File: src/rtl/tpu_tile_scheduler.sv
// Tile-level sequencer: walks an M x N grid of output tiles, launching the
// systolic controller once per tile and stepping the per-tile SRAM base addresses.
module tpu_tile_scheduler #(
  parameter int TILE_CNT_W = 4,
  parameter int ADDR_W     = 10,
  parameter int A_STRIDE   = 128,
  parameter int B_STRIDE   = 128,
  parameter int OUT_STRIDE = 64
) (
  input  logic                    clk,
  input  logic                    srstn,
  input  logic                    host_start,
  input  logic                    host_abort,
  input  logic [TILE_CNT_W-1:0]   cfg_tiles_m,
  input  logic [TILE_CNT_W-1:0]   cfg_tiles_n,
  input  logic                    tpu_done,
  output logic                    tpu_start,
  output logic [TILE_CNT_W-1:0]   tile_m,
  output logic [TILE_CNT_W-1:0]   tile_n,
  output logic [ADDR_W-1:0]       a_base_addr,
  output logic [ADDR_W-1:0]       b_base_addr,
  output logic [ADDR_W-1:0]       out_base_addr,
  output logic [2*TILE_CNT_W-1:0] tiles_done,
  output logic                    busy,
  output logic                    all_done,
  output logic                    aborted
);

  typedef enum logic [2:0] {S_IDLE, S_LAUNCH, S_RUN, S_NEXT, S_DONE} state_t;

  localparam logic [ADDR_W-1:0]       LP_A_STEP   = ADDR_W'(A_STRIDE);
  localparam logic [ADDR_W-1:0]       LP_B_STEP   = ADDR_W'(B_STRIDE);
  localparam logic [ADDR_W-1:0]       LP_OUT_STEP = ADDR_W'(OUT_STRIDE);
  localparam logic [TILE_CNT_W-1:0]   LP_TILE_ONE = TILE_CNT_W'(1);
  localparam logic [2*TILE_CNT_W-1:0] LP_CNT_ONE  = (2*TILE_CNT_W)'(1);

  state_t                  r_state;
  state_t                  w_next;
  logic [TILE_CNT_W-1:0]   r_cfg_m;
  logic [TILE_CNT_W-1:0]   r_cfg_n;
  logic [TILE_CNT_W-1:0]   r_tile_m;
  logic [TILE_CNT_W-1:0]   r_tile_n;
  logic [ADDR_W-1:0]       r_a_base;
  logic [ADDR_W-1:0]       r_b_base;
  logic [ADDR_W-1:0]       r_out_base;
  logic [2*TILE_CNT_W-1:0] r_tiles_done;
  logic                    r_tpu_start;
  logic                    r_busy;
  logic                    r_all_done;
  logic                    r_aborted;
  logic                    r_abort_pend;
  logic                    w_cfg_zero;
  logic                    w_last_tile;
  logic                    w_abort_now;

  assign w_cfg_zero  = (cfg_tiles_m == '0) || (cfg_tiles_n == '0);
  assign w_last_tile = (r_tile_m == r_cfg_m - LP_TILE_ONE) &&
                       (r_tile_n == r_cfg_n - LP_TILE_ONE);
  // An abort arriving together with tpu_done counts as already pending.
  assign w_abort_now = r_abort_pend || host_abort;

  always_comb begin
    w_next = r_state;
    case (r_state)
      S_IDLE:   if (host_start && !w_cfg_zero) w_next = S_LAUNCH;
      S_LAUNCH: w_next = S_RUN;
      S_RUN:    if (tpu_done) w_next = (w_last_tile || w_abort_now) ? S_DONE : S_NEXT;
      S_NEXT:   w_next = S_LAUNCH;
      S_DONE:   w_next = S_IDLE;
      default:  w_next = S_IDLE;
    endcase
  end

  always_ff @(posedge clk) begin
    if (!srstn) begin
      r_state      <= S_IDLE;
      r_cfg_m      <= '0;
      r_cfg_n      <= '0;
      r_tile_m     <= '0;
      r_tile_n     <= '0;
      r_a_base     <= '0;
      r_b_base     <= '0;
      r_out_base   <= '0;
      r_tiles_done <= '0;
      r_tpu_start  <= 1'b0;
      r_busy       <= 1'b0;
      r_all_done   <= 1'b0;
      r_aborted    <= 1'b0;
      r_abort_pend <= 1'b0;
    end else begin
      r_state     <= w_next;
      r_tpu_start <= (w_next == S_LAUNCH);
      r_busy      <= (w_next != S_IDLE);
      r_all_done  <= (w_next == S_DONE) ||
                     ((r_state == S_IDLE) && host_start && w_cfg_zero);
      if (host_abort && ((r_state == S_LAUNCH) || (r_state == S_RUN) || (r_state == S_NEXT)))
        r_abort_pend <= 1'b1;
      case (r_state)
        S_IDLE: begin
          if (host_start) begin
            r_aborted <= 1'b0;
            if (!w_cfg_zero) begin
              r_cfg_m      <= cfg_tiles_m;
              r_cfg_n      <= cfg_tiles_n;
              r_tile_m     <= '0;
              r_tile_n     <= '0;
              r_a_base     <= '0;
              r_b_base     <= '0;
              r_out_base   <= '0;
              r_tiles_done <= '0;
              r_abort_pend <= 1'b0;
            end
          end
        end
        S_RUN: begin
          if (tpu_done) begin
            r_tiles_done <= r_tiles_done + LP_CNT_ONE;
            if (w_next == S_DONE) r_aborted <= w_abort_now;
          end
        end
        S_NEXT: begin
          // Column index runs fastest; wrapping it steps to the next tile row.
          if (r_tile_n != r_cfg_n - LP_TILE_ONE) begin
            r_tile_n <= r_tile_n + LP_TILE_ONE;
            r_b_base <= r_b_base + LP_B_STEP;
          end else begin
            r_tile_n <= '0;
            r_b_base <= '0;
            r_tile_m <= r_tile_m + LP_TILE_ONE;
            r_a_base <= r_a_base + LP_A_STEP;
          end
          r_out_base <= r_out_base + LP_OUT_STEP;
        end
        S_DONE:  r_abort_pend <= 1'b0;
        default: ;
      endcase
    end
  end

  assign tpu_start     = r_tpu_start;
  assign tile_m        = r_tile_m;
  assign tile_n        = r_tile_n;
  assign a_base_addr   = r_a_base;
  assign b_base_addr   = r_b_base;
  assign out_base_addr = r_out_base;
  assign tiles_done    = r_tiles_done;
  assign busy          = r_busy;
  assign all_done      = r_all_done;
  assign aborted       = r_aborted;

endmodule

File: config.mk
export PLATFORM = sky130hd
export DESIGN_NAME = tpu_tile_scheduler
export DESIGN_NICKNAME = d
export VERILOG_FILES = /design/src/rtl/tpu_tile_scheduler.sv
export SDC_FILE = /design/constraint.sdc
export NUM_CORES = 1
export LEC_CHECK = 0
export CELL_PAD_IN_SITES_DETAIL_PLACEMENT = 1
export CELL_PAD_IN_SITES_GLOBAL_PLACEMENT = 2
export CORE_AREA = 2 2 93 95
export DETAILED_ROUTE_END_ITERATION = 7
export DIE_AREA = 0 0 95 97
export PLACE_DENSITY = 0.82
export SYNTH_ARGS = -nofsm -noshare
export SYNTH_HDL_FRONTEND = slang
export SYNTH_SLANG_ARGS = --single-unit
export TNS_END_PERCENT = 20
File: constraint.sdc
create_clock -name clk -period 3 [get_ports clk]
set_input_delay 0.6 -clock clk [delete_from_list [all_inputs] [get_ports clk]]
set_output_delay 0.6 -clock clk [all_outputs]
set_load 0.02 [all_outputs]
; ---- After elaboration in Yosys (flattened, before gate mapping)
; Cells that the tools add are included.
[word_totals]
register_bits = 62
input_bits = 13
output_inout_bits = 50
elab_cells = 89
[classes]
add_sub_neg = 8
n_eq_ne = 14
mux = 29
n_bitwise = 1
reduce_logical = 23
[op_table]
columns = operator, count
row1 = 10-bit one-hot mux with 2 select lines, 3
row2 = 10-bit 2-to-1 mux, 4
row3 = 8-bit 2-to-1 mux, 3
row4 = 10-bit by 8-bit adder with 10-bit output (second input constant), 2
row5 = 4-bit 2-to-1 mux, 4
row6 = 4-bit one-hot mux with 2 select lines, 2
row7 = 8-bit one-hot mux with 2 select lines, 1
row8 = 3-bit one-hot mux with 4 select lines, 1
row9 = 4-bit AND reduction, 3
row10 = 10-bit by 7-bit adder with 10-bit output (second input constant), 1
row11 = 2-bit inequality test (second input constant), 5
row12 = 3-bit 2-to-1 mux, 3
row13 = 4-bit by 1-bit adder with 4-bit output (second input constant), 2
row14 = 8-bit by 1-bit adder with 8-bit output (second input constant), 1
row15 = 4-bit == test, 2
row16 = 4-bit logical NOT, 2
row17 = 4-bit by 1-bit subtractor with 4-bit output (second input constant), 2
row18 = 3-bit by 1-bit == test with 1-bit output (second input constant), 2
row19 = 3-bit by 2-bit == test with 1-bit output (second input constant), 2
row20 = 3-bit == test (second input constant), 2
row21 = 1-bit logical OR, 6
row22 = 1-bit 2-to-1 mux, 6
row23 = 3-bit AND reduction, 2
row24 = 1-bit logical AND, 5
row25 = other kinds (7), 9

; ---- Depth between registers and ports, before layout
; Gate-level depths: netlist of the first run.
[logic_depth]
word_depth = 11
ltp_mapped = 8
ltp_nobuf = 7

; ---- Worst setup path after synthesis of the first run
; No wires, ideal clock.
[synth_timing]
kind = input port to flip-flop
startpoint = input host_start
endpoint = register r_tiles_done[7] (netlist: tiles_done[7])
setup_ns = 0.120
t_arrival_ns = 2.001
required_ns = 2.880
slack_ns = 0.880
path_stages = 6
path_cell_list = or4b_4 or3_1 buf_6 a2111oi_4 xnor2_1 nor2_2
[synth_between]
elab_chain_cells = 2
[synth_lines]
columns = element, line_no
row1 = from (decl), 12  ; input logic host_start,
row2 = 2-bit inequality test (no line), --
row3 = 4-bit AND reduction (no line), --
row4 = to (signal assigned), 117  ; r_tiles_done <= r_tiles_done + LP_CNT_ONE;
row5 = to (decl), 46  ; logic [2*TILE_CNT_W-1:0] r_tiles_done;
; Every way passes these cells.
; A chain may end at the register's enable or synchronous reset.

; ---- Final worst setup path of the first run
; Ends and elaborated chain as after synthesis.

==> results by group, run 1 <==
Synthesis
  • Post-synthesis xor/xnor area fraction: about a tenth
  • Most used flip-flop cell after synthesis: dfxtp_1
  • Simple-gate area share of the yosys netlist: around 23%
  • Average cell area after synthesis: slightly below 9 sq um
  • Post-Synthesis Cells: ~260
  • Cell Area, Synth: ~2200 sq um
  • Post-synth EDFFs: 0
  • Synth cell types: 46
  • Largest family of logic cells by synthesized area: simple AND/OR/NAND/NOR gates
  • Seq cells post-synth: between 40 and 50
  • Yosys warnings: 0
  • Share of the yosys chip area belonging to registers: 37.6%
  • Multiplexer share of the synthesized area: less than 1%
  • Ys async rst share: 0%
  • Post-synthesis compound-gate area fraction: between 10% and 20%
  • Post-Synth Adder-Cell Area: 4.48%

Route
  • Post-route ant nets: 0
  • Via/cell ratio: 4.61
  • Post-route DRC: 0
  • Vias: 1870
  • DR WL/cell: around 14 microns
  • Starting DRT DRC Count: 49
  • First-pass iteration count of the detailed router: 4
  • Drt total wl: 5560 microns

Floorplanning
  • Die H: around 97 microns
  • CORE AREA: a little over 8000 sq um
  • Io pins: 63
  • Row count: 33
  • DIE AREA: just over 9000 sq um
  • Die W: 95 microns
  • Starting density of the core: 27.5%

STA
  • Worst Tran Pin Value: ~0.8 ns
  • Fin crit share: 82.7%
  • Maximum clock frequency: between 400 and 500 MHz
  • Final min period: ~2.5 ns
  • Final hold slack: roughly 0.47 ns
  • Count of final hold-check violations: 0
  • Post-route setup slack: around 0.52 ns
  • RSZ-0062 raised after global routing: no
  • Max-slew violation count: 0
  • Setup violators final: 0
  • Slew HR: between 40% and 50%
  • Clk_skew: roughly 0.0057 ns
  • Setup TNS: 0 ns

Placement
  • DP HPWL: 4230 microns
  • DP Area: around 2700 sq um
  • Port buffer count: 42
  • Place WS: about 0.2 ns
  • Gpl congestion: around 0.72

Critical path
  • Slowest CP cell: clkdlybuf4s50_1
  • Crit. End Element: register
  • RR Startpoint: r_cfg_n[0]
  • CP endpoint: tiles_done[7]
  • Crit. path cell count: 6
  • Reg2Reg Capture Point: busy
  • CP top delay family: simple AND/OR/NAND/NOR gates
  • WP data required: between 3 and 4 ns
  • Worst R2R Path Depth: 7
  • CP startpoint: host_start
  • CP max stage delay: 0.52 ns
  • R2r setup slk: about 0.68 ns
  • Critical Path, Cell by Cell: clkdlybuf4s50_1, or4b_4, or3_1, a2111oi_4, xnor2_1, nor2_2
  • Critical Path AT: about 2.7 ns
  • Crit Path Max Fanout: 8
  • WS Path Type: in -> reg
  • Buf+Inv Stages, Crit Path: 1
  • CP Launch Type: input pin

Clock tree
  • Hold-fix buffers at CTS: 0
  • Worst-skew pair later-pin latency: 0.29 ns
  • CTS root buf: clkbuf_8
  • CTS Buffer Depth: 2
  • Total setup buffers inserted after CTS: 0
  • H-Tree Depth: 2
  • Num Clock Sinks: 42
  • Clock slew at reported path FFs: 0.08 ns
  • TritonCTS Buffers: 5
  • Number of gates resized after cts: 0
  • CTS tree: done

Global routing
  • Pin count of the biggest net entering global routing: 15
  • Global-route wire length before repair: between 9000 and 10000 microns
  • Vias in the first global route: 1844
  • GRT Resource Usage Total: roughly an eighth
  • Initial antenna violation count: 0
  • Total gr overflow: 0

Job
  • Max Cap Viol: 0

Power
  • Pwr Density: between 400 and 500 nW/um^2
  • Peak supply drop: between 0.0002 and 0.0003 V
  • Total power: 0.00117 W
  • Static leakage: just over 1 nW

Cells and area
  • Area Overhead vs Synth: 25.2%
  • Final nets: approximately 320
  • Post-route cell area: between 2000 and 3000 sq um
  • Share of cells above drive strength 1: 7.31%
  • Antenna cells: 0
  • Most frequent cells in the layout: dfxtp_1 (42), clkdlybuf4s50_1 (42), nand2_1 (30)

Hold path
  • Worst Hold Class: reg -> reg

Outcome
  • Status: finished clean
## worst reg2reg max path, stage by stage (launching register included)
cell and delay, ns:
dfxtp_1 0.38, inv_1 0.06, ha_1 0.30, xor2_1 0.14
nand3_1 0.21, nor4_1 0.77, or2_2 0.26, o211ai_1 0.09
## layout make-up
class                      count  area (sq um)
clock buffer                   7          76.3
fill                         966          5340
inverter                       5          18.8
multi-input combinational    195          1230
sequential                    42           841
tap                          105           131
timing repair buffer          52           495
## per-stage QoR
stage / cells / utilization [%]
2_1_floorplan: 274 / -
6_report: 406 / 34.4
5_1_grt: 406 / 34.4
3_3_place_gp: 399 / 33.4
4_1_cts: 406 / 34.4
3_5_place_dp: 399 / 33.4
## synth_stat cells, types with 2 or more instances
master / n / share of area, %
dfxtp_1: 42 / 38
nand2_1: 30 / 5.0
buf_4: 20 / 6.7
nor2_1: 18 / 3.0
nand3_1: 13 / 2.9
xnor2_1: 12 / 4.7
a21boi_0: 10 / 3.4
clkbuf_1: 9 / 1.5
xor2_1: 9 / 3.5
ha_1: 8 / 4.5
nor3_1: 8 / 1.8
a21oi_1: 7 / 1.6
nor2b_1: 6 / 1.7
inv_1: 5 / 0.84
o21ai_0: 5 / 1.1
nand3b_1: 4 / 1.3
nand4_1: 3 / 0.84
nor4_1: 3 / 0.84
o21a_1: 3 / 1.0
o31ai_1: 3 / 1.0
or2_2: 3 / 0.84
a211oi_1: 2 / 0.67
a22oi_1: 2 / 0.67
a31oi_1: 2 / 0.56
a32oi_1: 2 / 0.78
and3_1: 2 / 0.56
buf_6: 2 / 1.0
mux2i_1: 2 / 0.90
nand4b_1: 2 / 0.78
xnor3_1: 2 / 2.0
## logic make-up (layout without fill, tap and decap cells)
logic type / after synthesis / in the layout
AOI/OAI and AO/OA: 41 / 41
xor gates and xnor gates: 23 / 23
adders and majority gates: 8 / 8
buffers and inverters: 37 / 64
DFF: 42 / 42
muxes: 2 / 2
other: 1 / 20
and+or+nand+nor: 101 / 101
## per-layer routing
| layer | global-route usage, % | vias up | routed length (microns) |
|---|---|---|---|
| met4 | 2.68 | 0 | 24 |
| met5 | 0 | - | 0 |
| met1 | 16.9 | 903 | 2580 |
| met2 | 20.8 | 33 | 2760 |
| li1 | - | 932 | - |
| met3 | 2.88 | 2 | 199 |
## how the worst min path moves through the flow
stage                     startpoint          to  slack [ns]  cells after the start
after global placement       aborted     aborted        0.46                      2
after global routing         aborted     aborted        0.49                      2
after floorplan           r_cfg_m[1]  r_cfg_m[1]        0.46                      2
after CTS                    aborted     aborted        0.48                      2
after detailed placement     aborted     aborted        0.46                      2
final                        aborted     aborted        0.47                      2
## report_power, final
part	leakage, nW	internal, W	total, W	switching, W
combinational	0.639	0.0000939	0.000222	0.000128
clock	0.0383	0.000161	0.000352	0.000191
sequential	0.340	0.000578	0.000600	0.0000220
## state kept, by name, summed over array words and instances, names as in the netlist, 3 cells and up
register       count
r_cfg_n            4
tile_m             4
r_cfg_m            4
b_base_addr        3
r_state            3
tile_n             4
out_base_addr      4
tiles_done         8
a_base_addr        3
(Power assumes the default switching activity.)
==> run 2, diff against run 1 <==
==> constraint.sdc (replaced) <==
create_clock -name clk -period 2.5 [get_ports clk]
set_input_delay 0.5 -clock clk [delete_from_list [all_inputs] [get_ports clk]]
set_output_delay 0.5 -clock clk [all_outputs]
set_load 0.02 [all_outputs]
==> run 2 against run 1 <==
Clock power is 24% higher. Sequential power is 19% higher. Critical path type unchanged. Worst setup slack worse by 0.30 ns. First-iteration DRC count is 24% lower.
==> results by group, run 2 (same netlist as run 1, synthesis figures left out) <==
Route
  • Drt total wl: 5610 microns (+0.85%)
  • Vias: 1889 (+1.0%)
  • DR WL/cell: 13.7 microns (-0.14%)
  • Starting DRT DRC Count: 37 (-24%)
  • Post-route DRC: 0 (unchanged)
  • Max Used Layer: met4
  • Post-route ant nets: 0 (unchanged)
  • DR WL met2: 2840 microns (+2.8%)
  • DRT met1 WL: 2500 microns (-3.0%)
  • First-pass iteration count of the detailed router: 4 (unchanged)
  • Via/cell ratio: 4.61 (about the same)
  • DR WL met3: 230 microns (+16%)

Global routing
  • Total gr overflow: 0 (unchanged)
  • Vias in the first global route: 1996 (+8.2%)
  • Pin count of the biggest net entering global routing: 18 (+3)
  • Initial antenna violation count: 0 (unchanged)
  • GRT Resource Usage Total: 13.3% (+0.64 points)
  • Global-route wire length before repair: 9650 microns (+3.6%)

STA
  • RSZ-0062 raised after global routing: no
  • Fin crit share: 91.4%
  • Post-route setup slack: 0.216 ns (-0.302 ns)
  • Clk_skew: 0.00275 ns (-0.00300 ns)
  • Setup TNS: 0 ns (unchanged)
  • Worst Tran Pin Value: 0.625 ns (-0.191 ns)
  • Maximum clock frequency: around 440 MHz
  • Count of final hold-check violations: 0 (unchanged)
  • Max-slew violation count: 0 (unchanged)
  • Final min period: roughly 2.3 ns
  • Slew HR: 58.1% (+13 points)
  • Setup violators final: 0 (unchanged)

Clock tree
  • Worst-skew pair later-pin latency: 0.29 ns (about the same)
  • H-Tree Depth: 2 (unchanged)
  • Clock slew at reported path FFs: 0.08 ns (about the same)
  • CTS root buf: clkbuf_8
  • TritonCTS Buffers: 5 (unchanged)
  • CTS tree: done
  • Num Clock Sinks: 42 (unchanged)
  • Total setup buffers inserted after CTS: 0 (unchanged)
  • CTS Buffer Depth: 2 (unchanged)
  • Number of gates resized after cts: 0 (unchanged)
  • Hold-fix buffers at CTS: 0 (unchanged)

Critical path
  • WP data required: 2.69 ns (-0.49 ns)
  • Critical Path AT: 2.47 ns (-0.20 ns)
  • Crit Path Max Fanout: 7 (-1)
  • CP Launch Type: input pin
  • WS Path Type: in -> reg
  • Crit. End Element: register

Cells and area
  • Antenna cells: 0 (unchanged)
  • Share of cells above drive strength 1: 9.18% (+1.9 points)
  • Most frequent cells in the layout: dfxtp_1 (42), clkdlybuf4s50_1 (42), nand2_1 (30)
  • Area Overhead vs Synth: 27.7%
  • Multi-input logic area: 1230 sq um (unchanged)
  • Finished Core Util: 35.1% (+0.69 points)
  • Post-route cell area: 2850 sq um (+2.0%)
  • Max reg flops: 8 (unchanged)
  • Storage element area: 841 sq um (unchanged)
  • Fillers: 942 (-2.5%)
  • Final nets: 327 (+1.6%)

Power
  • Static leakage: 1.05 nW (+3.4%)
  • Clk pwr share: 30.3% (+0.3 points)
  • Sequential Power Share: 49.7% (-1.4 points)
  • Pint: 0.00103 W (+24%)
  • Sw frac: 28.3% (-0.76 points)
  • Peak supply drop: 0.000289 V (-0.52%)
  • Combinational Power Share: 20.0% (+1.1 points)
  • Total power: 0.00144 W (+22%)
  • Pwr Density: 504 nW/um^2 (+20%)
  • Sw Pwr: 0.000408 W (+19%)

Floorplanning
  • DIE AREA: 9220 sq um (unchanged)
  • Die H: 97 microns (unchanged)
  • Die W: 95 microns (unchanged)
  • Starting density of the core: 27.5% (unchanged)
  • Row count: 33 (unchanged)
  • CORE AREA: 8130 sq um (unchanged)
  • Io pins: 63 (unchanged)

Placement
  • Gpl congestion: 0.727 (+0.61%)
  • DP Area: 2770 sq um (+1.8%)
  • Place WS: -0.0874 ns (-0.293 ns)
  • Port buffer count: 42 (unchanged)
  • DP HPWL: 4240 microns (about the same)

Outcome
  • Status: finished clean

Job
  • Max Cap Viol: 0 (unchanged)

Hold path
  • Worst Hold Class: reg -> reg
[run 2: cell count changes in the layout (fill, tap and decap cells not counted)]
| cell | delta |
|---|---|
| buf_12 | +1 |
| buf_4 | +4 |
| clkbuf_1 | -2 |
| clkbuf_8 | +1 |
[run 2: layout make-up]
type	instances	area share (%)
inverters	5	0.658
flip-flops and latches	42	29.5
repair buffers	57	19.1
clock buffers	6	2.89
well taps	105	4.61
multi-input cells	195	43.2
[run 2: layer usage]
metal | track usage, % | vias to the layer above
met5 | 0 | -
met3 | 2.88 | 4
li1 | - | 937
met4 | 3.68 | 0
met1 | 17.0 | 910
met2 | 22.5 | 38
[run 2: power by group through the flow]
stage,Combinational (W),Clock (W),Sequential (W)
after floorplan,0.000203,0,0.000734
after global placement,0.000283,0,0.000730
after detailed placement,0.000289,0,0.000731
after CTS,0.000291,0.000456,0.000715
after global routing,0.000321,0.000487,0.000719
final,0.000287,0.000436,0.000714
[run 2: worst paths after layout]
kind                                  from             to  slack [ns]  cells past startpoint
worst min-delay path               aborted        aborted        0.47                      2
worst max-delay path            host_start  tiles_done[7]        0.22                      6
worst min register to register     aborted        aborted        0.47                      2
worst max register to register  r_cfg_n[0]      tile_m[3]        0.24                      7
[run 2: through the flow]
step                      hold slack [ns]  std cells
after detailed placement            0.467        404
after global placement              0.456        404
after CTS                           0.478        410
after global routing                0.506        410
final                               0.465        410
after floorplan                     0.456        274
[run 2: critical path, stage by stage]
cell             delay (ns)
clkdlybuf4s50_1        0.48
or4b_4                 0.47
or3_1                  0.47
a2111oi_4              0.34
xnor2_1                0.17
nor2_2                 0.04
==> run 3, diff against run 2 <==
--- a/config.mk
+++ b/config.mk
@@ -11,6 +11,7 @@
 export DETAILED_ROUTE_END_ITERATION = 7
 export DIE_AREA = 0 0 95 97
 export PLACE_DENSITY = 0.82
+export SETUP_SLACK_MARGIN = 0.15
 export SYNTH_ARGS = -nofsm -noshare
 export SYNTH_HDL_FRONTEND = slang
 export SYNTH_SLANG_ARGS = --single-unit
==> run 3 against run 2 <==
Cell count is the same. Largest cell class unchanged. Power is 0.17% higher. Highest routed layer unchanged. Count of clock-buffer cells in the layout did not move. Clock skew barely moved. Largest power group unchanged. Sequential share of layout area barely moved. Sequential power barely moved. Clock power hardly changed. Utilization is essentially flat. Worst hold slack about the same.
==> results by group, run 3 (same netlist as run 1, synthesis figures left out) <==
Floorplanning
  • Io pins: 63 (unchanged)
  • CORE AREA: 8130 sq um (unchanged)
  • Starting density of the core: 27.5% (unchanged)
  • Die H: 97 microns (unchanged)
  • Die W: 95 microns (unchanged)
  • DIE AREA: 9220 sq um (unchanged)
  • Row count: 33 (unchanged)

Critical path
  • WP data required: 2.69 ns (about the same)
  • WS Path Type: in -> reg
  • CP Launch Type: input pin
  • Crit Path Max Fanout: 7 (unchanged)
  • Reg2Reg Capture Point: tile_m[3]
  • Crit. End Element: register
  • Worst R2R Path Depth: 7 (unchanged)
  • R2r setup slk: 0.33 ns (+0.09 ns)
  • RR Startpoint: r_cfg_n[0]
  • Critical Path AT: 2.48 ns (about the same)

Clock tree
  • TritonCTS Buffers: 5 (unchanged)
  • H-Tree Depth: 2 (unchanged)
  • CTS root buf: clkbuf_8
  • Num Clock Sinks: 42 (unchanged)
  • Total setup buffers inserted after CTS: 0 (unchanged)
  • CTS Buffer Depth: 2 (unchanged)
  • Clock slew at reported path FFs: 0.08 ns (about the same)
  • Worst-skew pair later-pin latency: 0.29 ns (about the same)
  • CTS tree: done
  • Number of gates resized after cts: 0 (unchanged)
  • Hold-fix buffers at CTS: 0 (unchanged)

Cells and area
  • Finished Core Util: 35.1% (about the same)
  • Share of cells above drive strength 1: 9.18% (unchanged)
  • Final nets: 327 (unchanged)
  • Most frequent cells in the layout: dfxtp_1 (42), clkdlybuf4s50_1 (42), nand2_1 (30)
  • Max reg flops: 8 (unchanged)
  • Antenna cells: 0 (unchanged)
  • Area Overhead vs Synth: 27.8% (about the same)

Hold path
  • Hold Path Sink: aborted
  • Hold Crit Depth: 2 (unchanged)
  • Worst hold start: aborted
  • Worst Hold Class: reg -> reg

Placement
  • Port buffer count: 42 (unchanged)
  • Gpl congestion: 0.727 (unchanged)
  • DP HPWL: 4240 microns (unchanged)

Route
  • Via/cell ratio: 4.61 (+0.16%)
  • Drt total wl: 5590 microns (-0.25%)
  • Vias: 1892 (+0.16%)
  • First-pass iteration count of the detailed router: 4 (unchanged)
  • DR WL/cell: 13.6 microns (-0.25%)
  • Post-route ant nets: 0 (unchanged)
  • Post-route DRC: 0 (unchanged)
  • Starting DRT DRC Count: 36 (-2.7%)

Power
  • Pwr Density: 505 nW/um^2 (about the same)
  • Total power: 0.00144 W (+0.17%)
  • Peak supply drop: 0.000290 V (+0.42%)
  • Static leakage: 1.05 nW (+0.15%)

Outcome
  • Status: finished clean

STA
  • Final min period: 2.29 ns (+0.00147 ns)
  • RSZ-0062 raised after global routing: yes
  • Final hold slack: 0.465 ns (-0.0000900 ns)
  • Worst Tran Pin Value: 0.624 ns (-0.000756 ns)
  • Clk_skew: 0.00243 ns (-0.000322 ns)
  • Setup TNS: 0 ns (unchanged)
  • Setup violators final: 0 (unchanged)
  • Count of final hold-check violations: 0 (unchanged)
  • Fin crit share: 91.4% (about the same)
  • Slew HR: 58.2% (about the same)
  • Maximum clock frequency: 438 MHz (about the same)
  • Max-slew violation count: 0 (unchanged)

Global routing
  • Pin count of the biggest net entering global routing: 18 (unchanged)
  • Vias in the first global route: 1996 (unchanged)
  • Global-route wire length before repair: 9650 microns (unchanged)
  • Total gr overflow: 0 (unchanged)
  • Initial antenna violation count: 0 (unchanged)
  • GRT Resource Usage Total: 13.3% (unchanged)

Job
  • Max Cap Viol: 0 (unchanged)
run 3: cell types whose count changed in the layout (fill, tap and decap cells not counted):
cell | before | now
or2_4 | 0 | 1
or2_2 | 3 | 2
run 3: critical path, cell delays in order:
cell and delay [ns]:
clkdlybuf4s50_1 0.48, or4b_4 0.47, or3_1 0.47, a2111oi_4 0.34, xnor2_1 0.17, nor2_2 0.04
run 3: worst max-delay path by stage:
stage | start | end | slack (ns) | depth (start not counted)
after floorplan | r_cfg_n[0] | tile_m[3] | 0.42 | 8
after global placement | host_start | tiles_done[7] | -0.07 | 6
after detailed placement | host_start | tiles_done[7] | -0.09 | 6
after CTS | host_start | tiles_done[7] | 0.22 | 6
after global routing | host_start | tiles_done[4] | 0.12 | 8
final | host_start | tiles_done[7] | 0.21 | 6
run 3: per-stage QoR:
step                      cells  cell area (sq um)  setup slack, ns
after floorplan             274               2300            0.416
after global placement      404               2770          -0.0698
after detailed placement    404               2770          -0.0874
after CTS                   410               2850            0.223
after global routing        410               2860            0.121
final                       410               2860            0.214
run 3: area by class of cell:
type | count | area [sq um]
Clock buffer | 6 | 82.6
Tap cell | 105 | 131
Fill cell | 944 | 5280
Inverter | 5 | 18.8
Multi-Input combinational cell | 195 | 1240
Sequential cell | 42 | 841
Timing Repair Buffer | 57 | 546
run 3: layer usage:
metal	vias up	global-route usage, %	share of wire, %
met5	-	0	0
met4	0	3.68	0.93
met3	7	2.88	4.2
met2	38	22.5	51
met1	909	17.0	44
li1	938	-	-
run 3: report_power, final:
group | internal (W) | switching (W) | leakage [nW]
combinational | 0.000124 | 0.000164 | 0.670
clock | 0.000213 | 0.000225 | 0.0431
sequential | 0.000693 | 0.0000211 | 0.340
total | 0.00103 | 0.000410 | 1.05
